===== src/rtl/uart_tx_arbiter.sv =====
// Round-robin arbiter that shares one UART transmitter between NUM_REQ byte streams.
// A grant is held across a packet until its last byte, or until the owner idles for LOCK_TIMEOUT cycles.
module uart_tx_arbiter #(
    parameter int NUM_REQ      = 4,
    parameter int LOCK_TIMEOUT = 1024,
    localparam int IDX_W       = (NUM_REQ > 2) ? $clog2(NUM_REQ) : 1
) (
    input  logic                 clk,
    input  logic                 rst,
    input  logic [NUM_REQ-1:0]   req_valid,
    input  logic [NUM_REQ*8-1:0] req_data,
    input  logic [NUM_REQ-1:0]   req_last,
    output logic [NUM_REQ-1:0]   req_ready,
    output logic                 uart_send,
    output logic [7:0]           uart_send_data,
    input  logic                 uart_send_busy,
    output logic                 grant_active,
    output logic [IDX_W-1:0]     grant_id,
    output logic                 lock_timeout
);

    localparam int CNT_W = (LOCK_TIMEOUT > 1) ? $clog2(LOCK_TIMEOUT) : 1;
    localparam logic [CNT_W-1:0] CNT_MAX  = CNT_W'(LOCK_TIMEOUT - 1);
    localparam logic [IDX_W-1:0] LAST_IDX = IDX_W'(NUM_REQ - 1);
    localparam logic [IDX_W:0]   N_WIDE   = (IDX_W + 1)'(NUM_REQ);
    localparam int unsigned      N_U      = NUM_REQ;

    typedef enum logic [2:0] {
        IDLE,
        SEND,
        WAIT_START,
        WAIT_DONE,
        NEXT
    } state_t;

    state_t           state;
    state_t           state_next;
    logic [IDX_W-1:0] rr_ptr;
    logic [7:0]       buf_data;
    logic             buf_last;
    logic [CNT_W-1:0] cnt;

    logic [IDX_W-1:0] sel;
    logic             any_valid;
    logic [IDX_W:0]   scan;
    logic             owner_valid;
    logic [IDX_W-1:0] next_ptr;
    logic             cnt_expired;

    // Rotating-priority scan starting at rr_ptr, wrapping modulo NUM_REQ.
    always_comb begin
        sel       = rr_ptr;
        any_valid = 1'b0;
        scan      = '0;
        for (int unsigned i = 0; i < N_U; i++) begin
            scan = {1'b0, rr_ptr} + (IDX_W + 1)'(i);
            if (scan >= N_WIDE) begin
                scan = scan - N_WIDE;
            end
            if (!any_valid && req_valid[scan[IDX_W-1:0]]) begin
                any_valid = 1'b1;
                sel       = scan[IDX_W-1:0];
            end
        end
    end

    assign owner_valid = req_valid[grant_id];
    assign next_ptr    = (grant_id == LAST_IDX) ? '0 : grant_id + IDX_W'(1);
    assign cnt_expired = (cnt == CNT_MAX);

    always_ff @(posedge clk) begin
        if (rst) begin
            state <= IDLE;
        end else begin
            state <= state_next;
        end
    end

    always_comb begin
        state_next = state;
        case (state)
            IDLE:       if (any_valid) state_next = SEND;
            SEND:       if (!uart_send_busy) state_next = WAIT_START;
            WAIT_START: if (uart_send_busy) state_next = WAIT_DONE;
            WAIT_DONE:  if (!uart_send_busy) state_next = buf_last ? IDLE : NEXT;
            NEXT: begin
                if (owner_valid) begin
                    state_next = SEND;
                end else if (cnt_expired) begin
                    state_next = IDLE;
                end
            end
            default:    state_next = IDLE;
        endcase
    end

    // Combinational outputs are gated by rst so nothing is accepted or sent during reset.
    always_comb begin
        req_ready      = '0;
        uart_send      = 1'b0;
        uart_send_data = '0;
        lock_timeout   = 1'b0;
        if (!rst) begin
            case (state)
                IDLE: begin
                    if (any_valid) req_ready[sel] = 1'b1;
                end
                SEND: begin
                    if (!uart_send_busy) begin
                        uart_send      = 1'b1;
                        uart_send_data = buf_data;
                    end
                end
                NEXT: begin
                    req_ready[grant_id] = owner_valid;
                    lock_timeout        = !owner_valid && cnt_expired;
                end
                default: ;
            endcase
        end
    end

    always_ff @(posedge clk) begin
        if (rst) begin
            rr_ptr       <= '0;
            cnt          <= '0;
            buf_data     <= '0;
            buf_last     <= 1'b0;
            grant_id     <= '0;
            grant_active <= 1'b0;
        end else begin
            case (state)
                IDLE: begin
                    if (any_valid) begin
                        buf_data     <= req_data[{sel, 3'b000} +: 8];
                        buf_last     <= req_last[sel];
                        grant_id     <= sel;
                        grant_active <= 1'b1;
                    end
                end
                WAIT_DONE: begin
                    if (!uart_send_busy) begin
                        if (buf_last) begin
                            rr_ptr       <= next_ptr;
                            grant_active <= 1'b0;
                        end else begin
                            cnt <= '0;
                        end
                    end
                end
                NEXT: begin
                    if (owner_valid) begin
                        buf_data <= req_data[{grant_id, 3'b000} +: 8];
                        buf_last <= req_last[grant_id];
                        cnt      <= '0;
                    end else if (cnt_expired) begin
                        rr_ptr       <= next_ptr;
                        grant_active <= 1'b0;
                    end else begin
                        cnt <= cnt + CNT_W'(1);
                    end
                end
                default: ;
            endcase
        end
    end

endmodule

===== config.mk =====
export PLATFORM = sky130hd
export DESIGN_NAME = uart_tx_arbiter
export DESIGN_NICKNAME = d
export VERILOG_FILES = /design/src/rtl/uart_tx_arbiter.sv
export SDC_FILE = /design/constraint.sdc
export NUM_CORES = 1
export LEC_CHECK = 0
export ABC_CLOCK_PERIOD_IN_PS = 2500
export CAP_MARGIN = 20
export CORE_MARGIN = 4
export CORE_UTILIZATION = 42
export DETAILED_ROUTE_END_ITERATION = 12
export PLACE_DENSITY = 0.74
export SLEW_MARGIN = 10
export SYNTH_ARGS = -nofsm -noshare
export SYNTH_HDL_FRONTEND = slang
export SYNTH_SLANG_ARGS = --single-unit

===== constraint.sdc =====
create_clock -name clk -period 2.5 [get_ports clk]
set_clock_uncertainty 0.15 [all_clocks]
set_input_delay 0.5 -clock clk [delete_from_list [all_inputs] [get_ports clk]]
set_output_delay 0.5 -clock clk [all_outputs]
set_load 0.1 [all_outputs]

==> results.toml, run 1 <==
[run_status]
status = "finished with violations"
violations = "negative setup slack"

[logic_synthesis]
synth_edf_count = 0
yosysUniqueCellTypes = 46
ys.flop_type = "dfxtp_1"
postSynthCellCount = 227
synth_area_sq_um = 1840
ys_seq_area_share_pct = 29.4
ys_seq_elements = 27
syn-num-nets = 275
async_flop_share_pct = 0
yosys_warnings = 0
post_synth.cell_area_avg_sq_um = 8.09

[placement]
place_ws_ps = -561
port_buffers = 59
place_congestion = 0.839
hpwl_um = 4630

[sta]
maxSlewHeadroom_pct = 63.9
finalHoldViolCount = 0
setup_viol = 1
setup_slack_ps = -24.6
fmax_mhz = 396
worst_slew_pin_slew_ps = 538
fin_crit_sh_pct = 101
rsz0062_at_grt = "yes"
finalCriticalPeriod_ps = 2520
report.final.slew_viol_count = 0

[drt]
avgViaCountPerCell = 5.60
via_count = 2083
wire_per_inst_um = 16.0
ant_nets = 0
routed_wl_um = 5930
first_iter_violations = 78
first_pass_iters = 4
drc = 0

[worst_setup_path]
crit_path_start_kind = "register"
path_cells = "mux4_2, buf_4, nor4_4, buf_12"
worst_path_max_delay_cell = "mux4_2"
cp.required_ps = 1850
cp_data_arrival_time_ps = 1870
cp_slowest_stage_delay_ps = 530
endpoint_kind = "output port"
critPathKind = "register to output port"
critPathMaxFanout = 3

[global_route]
grtUsageTotal_pct = 22.2
grt_overflow = 0
grt_max_degree = 17
grt_pass1_vias = 2070
antenna_found_initial = 0
grt_pass1_wl_um = 9490

[clock_network]
clock-sinks = 27
cts-hold-fix-buffers = 0
clockRootBuffer = "clkbuf_8"
clk_path_buf_depth = 2
tritoncts = "built"
cts_buffers = 3
clk_pin_slew_ps = 90
insertion_delay_ps = 270
htreeDepth = 1

[pwr]
ir_worst_vdd_mv = 0.265
power_leakage_nw = 1.20
power_mw = 1.18
power_density_nw_per_um2 = 378

[layout]
area_growth_pct = 69.5
nets = 371
fin_util_pct = 75.6
drive_gt1_share_pct = 34.5
fillCellCount = 306
antenna_cells = 0

[die]
start_util_pct = 44.6
die_w_um = 74.1
die_y_um = 74.1
die_area_sq_um = 5500
core-area_sq_um = 4120
fp-row-count = 23
boundaryPins = 60

[worst_hold_path]
hold_path_class = "register to register"

[job]
maxCapViolCount = 0
final timing paths:
kind	startpoint	to	slack, ps	cells past startpoint
setup reg to reg	grant_id[0]$_SDFFE_PP0P_	cnt[9]$_SDFFE_PP0P_	160	8
hold reg to reg	buf_data[1]$_SDFFE_PP0P_	buf_data[1]$_SDFFE_PP0P_	300	2
setup / recovery	grant_id[0]$_SDFFE_PP0P_	lock_timeout	-20	4
hold / removal	buf_data[1]$_SDFFE_PP0P_	buf_data[1]$_SDFFE_PP0P_	300	2
Yosys cell counts (4+ instances only):
master | number | area (sq um)
inv_1 | 7 | 26.3
o31ai_1 | 9 | 67.6
nor2b_1 | 5 | 31.3
o21ai_0 | 5 | 25.0
nand2_1 | 22 | 82.6
a221oi_1 | 16 | 140
a21oi_1 | 8 | 40.0
or3_1 | 4 | 25.0
ha_1 | 5 | 62.6
dfxtp_1 | 27 | 541
nor3_1 | 7 | 35.0
and2_1 | 25 | 156
xnor2_1 | 7 | 61.3
nor4_1 | 5 | 31.3
clkbuf_1 | 5 | 18.8
nor2_1 | 25 | 93.8
timing repair:
item                       CTS  global route
setup endpoints to repair   24            18
setup buffers                7             0
resized for setup           29            11
pin swaps                    8             9
cloned                       0             1
metal layers:
metal,GRT usage (%),part of all wire [%],up-vias
met1,27.0,42,997
met4,6.44,1.7,0
li1,-,-,1028
met2,40.1,53,48
met3,3.65,3.9,10
met5,0,0,-
metrics by stage:
stage	area, sq um	std cells	TNS (ps)	hold WS (ps)
6_report	3110	372	-24.6	304
5_1_grt	3110	372	-157	332
4_1_cts	3070	371	0	307
3_5_place_dp	2950	360	-8200	284
3_3_place_gp	2950	360	-6980	279
2_1_floorplan	1960	227	-4980	267
cells by family (layout without fill, tap and decap cells):
kind of cell    after synthesis  after routing  share of synthesized area, %
compound gates               53             53                          21.0
xor+xnor                      9              9                          4.70
fa+ha+maj                     5              5                          3.41
buf+inv                      17            112                          4.97
flops                        27             27                          29.4
mux                           5              5                          4.29
simple gates                111            111                          32.2
placed cells by master, fill, tap and decap left out, drive strengths merged, types with 4 or more instances in the layout:
master,count
and2,25
xnor2,8
clkdlybuf4s50,37
or3,6
buf,63
inv,7
a21oi,9
nor2b,5
o31ai,9
nor2,25
dfxtp,27
clkbuf,4
a221oi,16
nor3,8
ha,5
nand2,22
o21ai,6
nor4,5
critical path, delay by kind of cell (launching register included):
family	cells	cell delay [ps]
multiplexers	1	530
flip-flops	1	370
AND/OR/NAND/NOR	1	310
buffers and inverters	2	380
flip-flops by register name, summed over array words and instances, names as in the netlist:
name,cells
grant_active,1
state,3
cnt,10
rr_ptr,2
buf_last,1
grant_id,2
buf_data,8
power by group:
group          leakage [nW]  total, mW  switching (mW)  internal [mW]
logic                 0.951      0.447           0.230          0.217
registers             0.223      0.477          0.0201          0.457
clock network        0.0228      0.253           0.139          0.114
total                  1.20       1.18           0.389          0.787
cell type report:
class | instances | area (sq um) | area share [%]
repair buffers | 101 | 1060 | 33.9
multi-input cells | 183 | 1370 | 44.0
clock buffers | 4 | 45.0 | 1.45
inverters | 7 | 28.8 | 0.924
flip-flops and latches | 27 | 551 | 17.7
well taps | 50 | 62.6 | 2.01
(Power assumes the default switching activity.)
==> run 2, diff against run 1 <==
Settings changed: CTS_CLUSTER_SIZE from default to 28.
==> results of run 2 <==
Same layout as run 1: the final DEF is identical, and so are final timing and power.
==> run 3, diff against run 2 <==
Settings changed: CORE_ASPECT_RATIO from default to 0.8.
==> run 3 against run 2 <==
  * The run still ends with negative setup slack left
  * Worst setup slack improved by 3.8 ps
  * Flip-flop and latch count did not move
  * Sequential share of layout area is 0.24 points higher
  * Wire length decreased by 3.6%
==> results.toml, run 3 (same netlist as run 1, synthesis figures left out) <==
[sta]
rsz0062_at_grt = "yes"
fmax_mhz = 397
worst_slew_pin_slew_ps = 448
finalHoldViolCount = 0
finalCriticalPeriod_ps = 2520
setup_viol = 4
maxSlewHeadroom_pct = 69.9
setup_slack_ps = -20.8
report.final.slew_viol_count = 0
fin_crit_sh_pct = 101

[worst_hold_path]
min-delay-start = "buf_data[5]$_SDFFE_PP0P_"
whs_path_depth = 2
min_to = "buf_data[5]$_SDFFE_PP0P_"
hold_path_class = "register to register"

[layout]
area_growth_pct = 66.8
antenna_cells = 0
top_regs = "cnt: 10 flops, buf_data: 8 flops, state: 3 flops"
stdcell_area_sq_um = 3060
drive_gt1_share_pct = 33.0
layout_common_cells = "buf_4 (39), clkdlybuf4s50_1 (36), dfxtp_1 (24)"
final_common_cell = "buf_4"
largest_reg_flops = 10
regMostFlops = "cnt"
nets = 367

[placement]
port_buffers = 59
place_congestion = 0.801
hpwl_um = 4490
placed_area_sq_um = 2930

[clock_network]
insertion_delay_ps = 280
clockRootBuffer = "clkbuf_8"
clk_path_buf_depth = 2
tritoncts = "built"
htreeDepth = 1
cts_buffers = 3
cts-hold-fix-buffers = 0
clock-sinks = 27
clk_pin_slew_ps = 100

[worst_setup_path]
worst_path_max_delay_cell = "mux4_2"
r2r_slack_ps = 130
critPathMaxFanout = 5
crit_path_start_kind = "register"
critPathKind = "register to output port"
path_cells = "mux4_2, and3_4, a22oi_2, nor2_4, buf_12"
r2r_start = "grant_id[0]$_SDFFE_PP0P_"
cp_data_arrival_time_ps = 1870
endpoint_kind = "output port"
reg2reg_depth = 8
cp.required_ps = 1850
cp_slowest_stage_delay_ps = 540
crit-reg2reg-capture = "cnt[7]$_SDFFE_PP0P_"

[pwr]
power_density_nw_per_um2 = 383
power_mw = 1.17
ir_worst_vdd_mv = 0.333
power_leakage_nw = 1.17

[drt]
drc = 0
first_iter_violations = 115
wire_per_inst_um = 15.3
routed_wl_um = 5720
avgViaCountPerCell = 5.46
first_pass_iters = 4
via_count = 2047
ant_nets = 0

[die]
fp-row-count = 21
boundaryPins = 60
core-area_sq_um = 4200
start_util_pct = 43.7
die_w_um = 81.9
die_y_um = 67.2
die_area_sq_um = 5500

[global_route]
grt_max_degree = 18
grt_pass1_vias = 2013
grt_overflow = 0
grtUsageTotal_pct = 22.1
antenna_found_initial = 0
grt_pass1_wl_um = 9420

[job]
maxCapViolCount = 0

[run_status]
violations = "negative setup slack"
status = "finished with violations"
-- run 3: changes by cell type in the layout (fill, tap and decap cells not counted), sizes merged --
cell / delta
clkdlybuf4s50: -1
buf: -4
dlymetal6s2s: +1
inv: +1
clkbuf: -1
-- run 3: how the worst max path moves through the flow --
| stage | from | endpoint |
|---|---|---|
| 2_1_floorplan | state[2]$_SDFFE_PP0P_ | uart_send_data[0] |
| 3_3_place_gp | req_valid[0] | req_ready[1] |
| 3_5_place_dp | req_valid[0] | req_ready[1] |
| 4_1_cts | grant_id[0]$_SDFFE_PP0P_ | lock_timeout |
| 5_1_grt | grant_id[0]$_SDFFE_PP0P_ | req_ready[2] |
| 6_report | grant_id[0]$_SDFFE_PP0P_ | req_ready[2] |
-- run 3: report_power, final --
| part | internal, mW | switching (mW) |
|---|---|---|
| Sequential | 0.456 | 0.0212 |
| Clock | 0.114 | 0.144 |
| Combinational | 0.209 | 0.229 |
| Total | 0.780 | 0.394 |
-- run 3: what timing repair did --
action                                  4_1_cts  5_1_grt
pin swaps                                     6        3
setup buffers                                 5        0
hold endpoints to repair                      0        0
gates resized for setup                      26        9
endpoints found under the setup margin       21       18
-- run 3: metal layers --
layer	GRT usage, %	up-vias	wire, um
met5	0	-	0
met4	5.19	0	78
met3	4.13	10	279
met2	36.6	53	2710
met1	29.9	968	2650
li1	-	1016	-
-- run 3: critical path, delay by kind of cell (launching register included) --
family	cells	cell delay, ps
multiplexers	1	540
flip-flops	1	370
AND/OR/NAND/NOR	2	310
AO/OA/AOI/OAI	1	210
buffers and inverters	1	160
-- run 3: metrics by stage --
step | utilization (%) | hold WS, ps | TNS, ps | instances | worst slack [ps]
3_3_place_gp | 69.6 | 276 | -8370 | 366 | -483
2_1_floorplan | - | 267 | -4980 | 227 | -516
3_5_place_dp | 69.6 | 284 | -9580 | 366 | -588
6_report | 72.9 | 303 | -65.3 | 375 | -20.8
5_1_grt | 72.9 | 337 | -331 | 375 | -83.4
4_1_cts | 72.3 | 307 | -96.2 | 375 | -27.8
-- run 3: layout make-up --
type                            count  area, sq um
Tap cell                           57         71.3
Multi-Input combinational cell    183         1370
Clock inverter                      1         6.26
Clock buffer                        3         41.3
Sequential cell                    27          549
Inverter                            7         28.8
Timing Repair Buffer               97         1000
Fill cell                         329         1140
